File: src/rtl/wb_pkg.sv
// Shared sizes and the queue entry layout for the write-back buffer.
// Latency: n/a (types and constants only).
// Backpressure: n/a.
package wb_pkg;

  localparam int DEPTH  = 4;
  localparam int DATA_W = 16;
  localparam int REG_W  = 3;
  localparam int PTR_W  = $clog2(DEPTH);
  localparam int CNT_W  = PTR_W + 1;

  typedef struct packed {
    logic              vld;
    logic [REG_W-1:0]  sel;
    logic [DATA_W-1:0] data;
  } wb_entry_t;

endpackage

File: src/rtl/wb_write_buffer_if.sv
// Bundles the enqueue handshake, RF write port, lookup ports and occupancy.
// Latency: n/a (wiring only).
// Backpressure: in_ready from the buffer gates in_valid from the producer.
interface wb_write_buffer_if;
  import wb_pkg::*;

  logic              in_valid;
  logic              in_ready;
  logic [REG_W-1:0]  in_regsel;
  logic [DATA_W-1:0] in_data;

  logic              rf_write;
  logic [REG_W-1:0]  rf_writeregsel;
  logic [DATA_W-1:0] rf_writedata;

  logic [REG_W-1:0]  lk1_regsel;
  logic              lk1_hit;
  logic [DATA_W-1:0] lk1_data;
  logic [REG_W-1:0]  lk2_regsel;
  logic              lk2_hit;
  logic [DATA_W-1:0] lk2_data;

  logic [CNT_W-1:0]  count;

  // Producer / decode side.
  modport master (
    output in_valid, in_regsel, in_data, lk1_regsel, lk2_regsel,
    input  in_ready, rf_write, rf_writeregsel, rf_writedata,
    input  lk1_hit, lk1_data, lk2_hit, lk2_data, count
  );

  // Buffer side.
  modport slave (
    input  in_valid, in_regsel, in_data, lk1_regsel, lk2_regsel,
    output in_ready, rf_write, rf_writeregsel, rf_writedata,
    output lk1_hit, lk1_data, lk2_hit, lk2_data, count
  );

endinterface

File: src/rtl/wb_lookup.sv
// Finds the youngest valid queued entry for a register and returns its data.
// Latency: purely combinational.
// Backpressure: none; evaluated every cycle.
module wb_lookup
  import wb_pkg::*;
(
  input  wb_entry_t         entries [DEPTH],
  input  logic [PTR_W-1:0]  tail,
  input  logic [REG_W-1:0]  regsel,
  output logic              hit,
  output logic [DATA_W-1:0] data
);

  // Walk from tail-1 backwards; invalid slots mark the region past head, the first match is the youngest.
  always_comb begin
    logic [PTR_W-1:0] idx;
    hit  = 1'b0;
    data = '0;
    idx  = '0;
    for (int k = 1; k <= DEPTH; k++) begin
      idx = tail - PTR_W'(k);
      if (!hit && entries[idx].vld && (entries[idx].sel == regsel)) begin
        hit  = 1'b1;
        data = entries[idx].data;
      end
    end
  end

endmodule

File: src/rtl/wb_write_buffer.sv
// Queues (regsel, data) results ahead of the RF write port, drains one per cycle, serves forwarding lookups.
// Latency: an entry enqueued into an empty queue is presented to the RF the next cycle, written one edge later.
// Backpressure: in_ready drops only when all entries are occupied; a same-cycle drain does not free a slot.
module wb_write_buffer
  import wb_pkg::*;
(
  input  logic             clk,
  input  logic             rst,
  wb_write_buffer_if.slave bus
);

  wb_entry_t        entries [DEPTH];
  logic [PTR_W-1:0] head;
  logic [PTR_W-1:0] tail;
  logic [CNT_W-1:0] cnt;
  logic             ready;
  logic             do_enq;
  logic             do_drn;

  // The RF never stalls, so one drain per cycle normally keeps occupancy low;
  // the full check still guards the queue against any burst pattern.
  assign ready  = (cnt != CNT_W'(DEPTH));
  assign do_enq = bus.in_valid & ready;
  assign do_drn = (cnt != '0);

  assign bus.in_ready       = ready;
  assign bus.count          = cnt;
  assign bus.rf_write       = do_drn;
  assign bus.rf_writeregsel = entries[head].sel;
  assign bus.rf_writedata   = entries[head].data;

  // Entry array, pointers and occupancy; reset discards anything in flight.
  always_ff @(posedge clk or negedge rst) begin
    if (!rst) begin
      for (int i = 0; i < DEPTH; i++) begin
        entries[i] <= '0;
      end
      head <= '0;
      tail <= '0;
      cnt  <= '0;
    end else begin
      if (do_enq) begin
        entries[tail] <= '{vld: 1'b1, sel: bus.in_regsel, data: bus.in_data};
        tail          <= tail + 1'b1;
      end
      if (do_drn) begin
        entries[head].vld <= 1'b0;
        head              <= head + 1'b1;
      end
      case ({do_enq, do_drn})
        2'b10:   cnt <= cnt + 1'b1;
        2'b01:   cnt <= cnt - 1'b1;
        default: cnt <= cnt;
      endcase
    end
  end

  wb_lookup u_lk1 (
    .entries (entries),
    .tail    (tail),
    .regsel  (bus.lk1_regsel),
    .hit     (bus.lk1_hit),
    .data    (bus.lk1_data)
  );

  wb_lookup u_lk2 (
    .entries (entries),
    .tail    (tail),
    .regsel  (bus.lk2_regsel),
    .hit     (bus.lk2_hit),
    .data    (bus.lk2_data)
  );

endmodule

File: src/flat_wrapper.sv
// flat-port wrapper written by rule: the top's interface ports become plain ports
module wb_write_buffer_flat import wb_pkg::*;
  (clk, rst, bus_in_valid, bus_in_regsel, bus_in_data, bus_lk1_regsel, bus_lk2_regsel, bus_in_ready, bus_rf_write, bus_rf_writeregsel, bus_rf_writedata, bus_lk1_hit, bus_lk1_data, bus_lk2_hit, bus_lk2_data, bus_count);
  wb_write_buffer_if bus_i ();
  input  logic clk;
  input  logic rst;
  input wire logic [$bits(bus_i.in_valid)-1:0] bus_in_valid;
  input wire logic [$bits(bus_i.in_regsel)-1:0] bus_in_regsel;
  input wire logic [$bits(bus_i.in_data)-1:0] bus_in_data;
  input wire logic [$bits(bus_i.lk1_regsel)-1:0] bus_lk1_regsel;
  input wire logic [$bits(bus_i.lk2_regsel)-1:0] bus_lk2_regsel;
  output wire logic [$bits(bus_i.in_ready)-1:0] bus_in_ready;
  output wire logic [$bits(bus_i.rf_write)-1:0] bus_rf_write;
  output wire logic [$bits(bus_i.rf_writeregsel)-1:0] bus_rf_writeregsel;
  output wire logic [$bits(bus_i.rf_writedata)-1:0] bus_rf_writedata;
  output wire logic [$bits(bus_i.lk1_hit)-1:0] bus_lk1_hit;
  output wire logic [$bits(bus_i.lk1_data)-1:0] bus_lk1_data;
  output wire logic [$bits(bus_i.lk2_hit)-1:0] bus_lk2_hit;
  output wire logic [$bits(bus_i.lk2_data)-1:0] bus_lk2_data;
  output wire logic [$bits(bus_i.count)-1:0] bus_count;
  assign bus_i.in_valid = bus_in_valid;
  assign bus_i.in_regsel = bus_in_regsel;
  assign bus_i.in_data = bus_in_data;
  assign bus_i.lk1_regsel = bus_lk1_regsel;
  assign bus_i.lk2_regsel = bus_lk2_regsel;
  assign bus_in_ready = bus_i.in_ready;
  assign bus_rf_write = bus_i.rf_write;
  assign bus_rf_writeregsel = bus_i.rf_writeregsel;
  assign bus_rf_writedata = bus_i.rf_writedata;
  assign bus_lk1_hit = bus_i.lk1_hit;
  assign bus_lk1_data = bus_i.lk1_data;
  assign bus_lk2_hit = bus_i.lk2_hit;
  assign bus_lk2_data = bus_i.lk2_data;
  assign bus_count = bus_i.count;
  wb_write_buffer u_core (.clk(clk), .rst(rst), .bus(bus_i));
endmodule
File: config.mk
export PLATFORM = sky130hd
export DESIGN_NAME = wb_write_buffer_flat
export DESIGN_NICKNAME = d
export VERILOG_FILES = /design/src/rtl/wb_pkg.sv /design/src/rtl/wb_write_buffer_if.sv /design/src/rtl/wb_lookup.sv /design/src/rtl/wb_write_buffer.sv /design/src/flat_wrapper.sv
export SDC_FILE = /design/constraint.sdc
export NUM_CORES = 1
export LEC_CHECK = 0
export CAP_MARGIN = 15
export CORE_AREA = 2 2 148 150
export CTS_CLUSTER_SIZE = 40
export DETAILED_ROUTE_END_ITERATION = 12
export DIE_AREA = 0 0 150 152
export PLACE_DENSITY_LB_ADDON = 0.05
export SYNTH_ARGS = -nofsm -noshare
export SYNTH_HDL_FRONTEND = slang
export SYNTH_SLANG_ARGS = --single-unit
File: constraint.sdc
create_clock -name clk -period 6.3 [get_ports clk]
set_input_delay 0.63 -clock clk [delete_from_list [all_inputs] [get_ports clk]]
set_output_delay 0.63 -clock clk [all_outputs]
set_load 0.02 [all_outputs]
==> impl_metrics.json <==
{
  "final.setup.tns_ps": 0,
  "area_growth_pct": 19.72,
  "cts_tree": "done",
  "cap_violations": 0,
  "dp_hpwl_um": 14780,
  "finalCoreUtilization_pct": 40.73,
  "synth_top_area_share_pct": 30.69,
  "synth_area_leaders": "mux4_2 (31%), dfrtp_1 (30%), mux2_2 (14%), nand2_1 (3.6%), xnor2_1 (2.5%)",
  "synth-seq-cells": 87,
  "clock_latency_ps": 350,
  "yosys.area.top_type": "mux4_2",
  "critPathArrivalTime_ps": 5090,
  "finalMaxSlewViolations": 0,
  "dp_slack_ps": 915.0,
  "worst_slack_ps": 577.3,
  "grt_start_max_net_pins": 51,
  "hold_violations": 0,
  "via_count": 5627,
  "slew_headroom_pct": 45.96,
  "synth_edf_count": 0,
  "drt_iter0_markers": 427,
  "route.final.wire_length_um": 21850,
  "max_freq_ghz": 0.1747,
  "cts-root-buf": "clkbuf_16",
  "io_buffers": 85,
  "cts_hold_buf": 0,
  "dieArea_mm2": 0.02280,
  "post-route-drc-count": 0,
  "ys.flop_type": "dfrtp_1",
  "cts-htree-levels": 3,
  "dp_cells": 928,
  "syn_area_per_cell_um2": 12.29,
  "syn_inst": 591,
  "wire_per_inst_um": 23.17,
  "rsz0062_at_grt": "no",
  "die_width_um": 150,
  "worstMarginPinSlew_ps": 810.5,
  "grt_overflow_total": 0,
  "fin_worst_skew_ps": 8.816,
  "layout-drive-gt1-share_pct": 35.44,
  "r2r-start": "u_core.tail[0]",
  "grt_pass1_vias": 5826,
  "clock_sinks": 87,
  "seq_area_mm2": 0.002182,
  "syn_nets": 629,
  "grt.total_usage_pct": 19.76,
  "path_class": "reg2out",
  "setup_viol": 0,
  "fin_crit_ps": 5723,
  "ios": 86,
  "end_kind": "output port",
  "nets": 697,
  "grt_pass1_wl_um": 34500,
  "reg2reg_depth": 6,
  "ant_nets": 0,
  "antenna_cells": 0,
  "coreArea_mm2": 0.02135,
  "status": "finished clean",
  "cts_setup_buffers": 0,
  "netlist_area_mm2": 0.007264,
  "fin_cells": 943,
  "place_congestion": 0.8004,
  "multi_input_area_mm2": 0.004856,
  "rows": 54,
  "clk_pin_slew_ps": 60,
  "ys_async_sr_fraction_pct": 100.0,
  "critical_path.endpoint": "bus_lk2_data[15]",
  "reg2reg_setup_slack_ps": 3250,
  "crit_fanout": 50,
  "cts_buffers": 9,
  "ys_warn_count": 0,
  "cts_resized": 0,
  "dieHeight_um": 152,
  "filler_cell_count": 2038,
  "antenna_found_initial": 0,
  "critPathLaunch": "u_core.tail[0]",
  "clk_path_buf_depth": 2,
  "start_util_pct": 34.02,
  "cp-start-kind": "flip-flop",
  "hold_path.class": "in2async",
  "finalCritPeriodShare_pct": 90.84,
  "required_ps": 5670,
  "avgViaCountPerCell": 5.967,
  "ys_types": 37,
  "yosysSeqAreaShare_pct": 29.97,
  "first_pass_iters": 5
}
[worst max-delay path, stage by stage, from the launching register on]
cell	delay (ps)
dfrtp_4	400
buf_4	440
buf_4	730
mux4_2	650
inv_1	130
or4_4	570
nand3_1	330
buf_4	270
nor2_1	70
o31ai_1	390
clkdlybuf4s50_1	700
[per-stage QoR]
stage,cell area [µm²],hold slack (ps)
3_5_place_dp,8439,524.7
6_report,8697,271.9
5_1_grt,8697,328.5
4_1_cts,8697,296.7
2_1_floorplan,7264,334.4
3_3_place_gp,8428,515.0
[cell type report]
class | instances | share of cell area, %
Multi-Input combinational cell | 445 | 55.83
Clock buffer | 12 | 2.719
Tap cell | 280 | 4.028
Timing Repair Buffer | 107 | 11.70
Clock inverter | 3 | 0.2446
Sequential cell | 87 | 25.09
Inverter | 9 | 0.3884
[metal layers]
| metal | share of wire, % | vias up | GRT usage, % |
|---|---|---|---|
| met5 | 0 | - | 0 |
| met4 | 1.1 | 0 | 5.256 |
| met3 | 4.8 | 17 | 2.943 |
| met2 | 50 | 168 | 31.68 |
| met1 | 44 | 2987 | 28.06 |
| li1 | - | 2455 | - |
[cell families (layout without fill, tap and decap cells)]
kind of cell,count (synthesis),in the layout,share of synthesized area (%)
fa+ha+maj,10,10,1.826
mux,191,191,44.94
flops,87,87,29.97
xor+xnor,29,29,3.496
simple gates,156,156,9.990
compound gates,59,59,6.235
buf+inv,59,131,3.548
[cells in the mapped netlist (all sizes together), types with 2 or more instances]
cell type,number
buf,22
nand4,4
o21a,16
o31ai,16
and4,3
nor4,18
inv,9
nor2,33
a21oi,8
nand3,3
xor2,8
nor2b,2
o21ai,2
xnor2,21
nand2,70
or3,2
mux4,99
nor3,16
clkbuf,28
mux2,91
dfrtp,87
a221oi,16
ha,9
[worst min path at each step]
stage	startpoint	slack, ps	cells after the start	end
final	rst	270	1	async pin
after global routing	rst	330	1	async pin
after CTS	rst	300	1	async pin
after detailed placement	u_core.bus.count[2]	520	1	u_core.bus.count[2]
after global placement	u_core.bus.count[2]	510	1	u_core.bus.count[2]
after floorplan	rst	330	0	async pin
[cells in the final DEF, fill, tap and decap left out, types with 4 or more instances in the layout]
master and count:
a21oi_1 8, a221oi_1 16, buf_4 22, clkbuf_16 9
clkdlybuf4s50_1 84, dfrtp_1 85, ha_1 8, inv_1 9
mux2_2 91, mux4_2 99, nand2_1 70, nand4_1 4
nor2_1 33, nor3_1 16, nor4_1 16, o21a_1 16
o31ai_1 13, xnor2_1 21, xor2_1 8
Power is left out: the tool's default activity adds up to more than one toggle a clock period on the data nets, which glitch-free logic cannot reach.
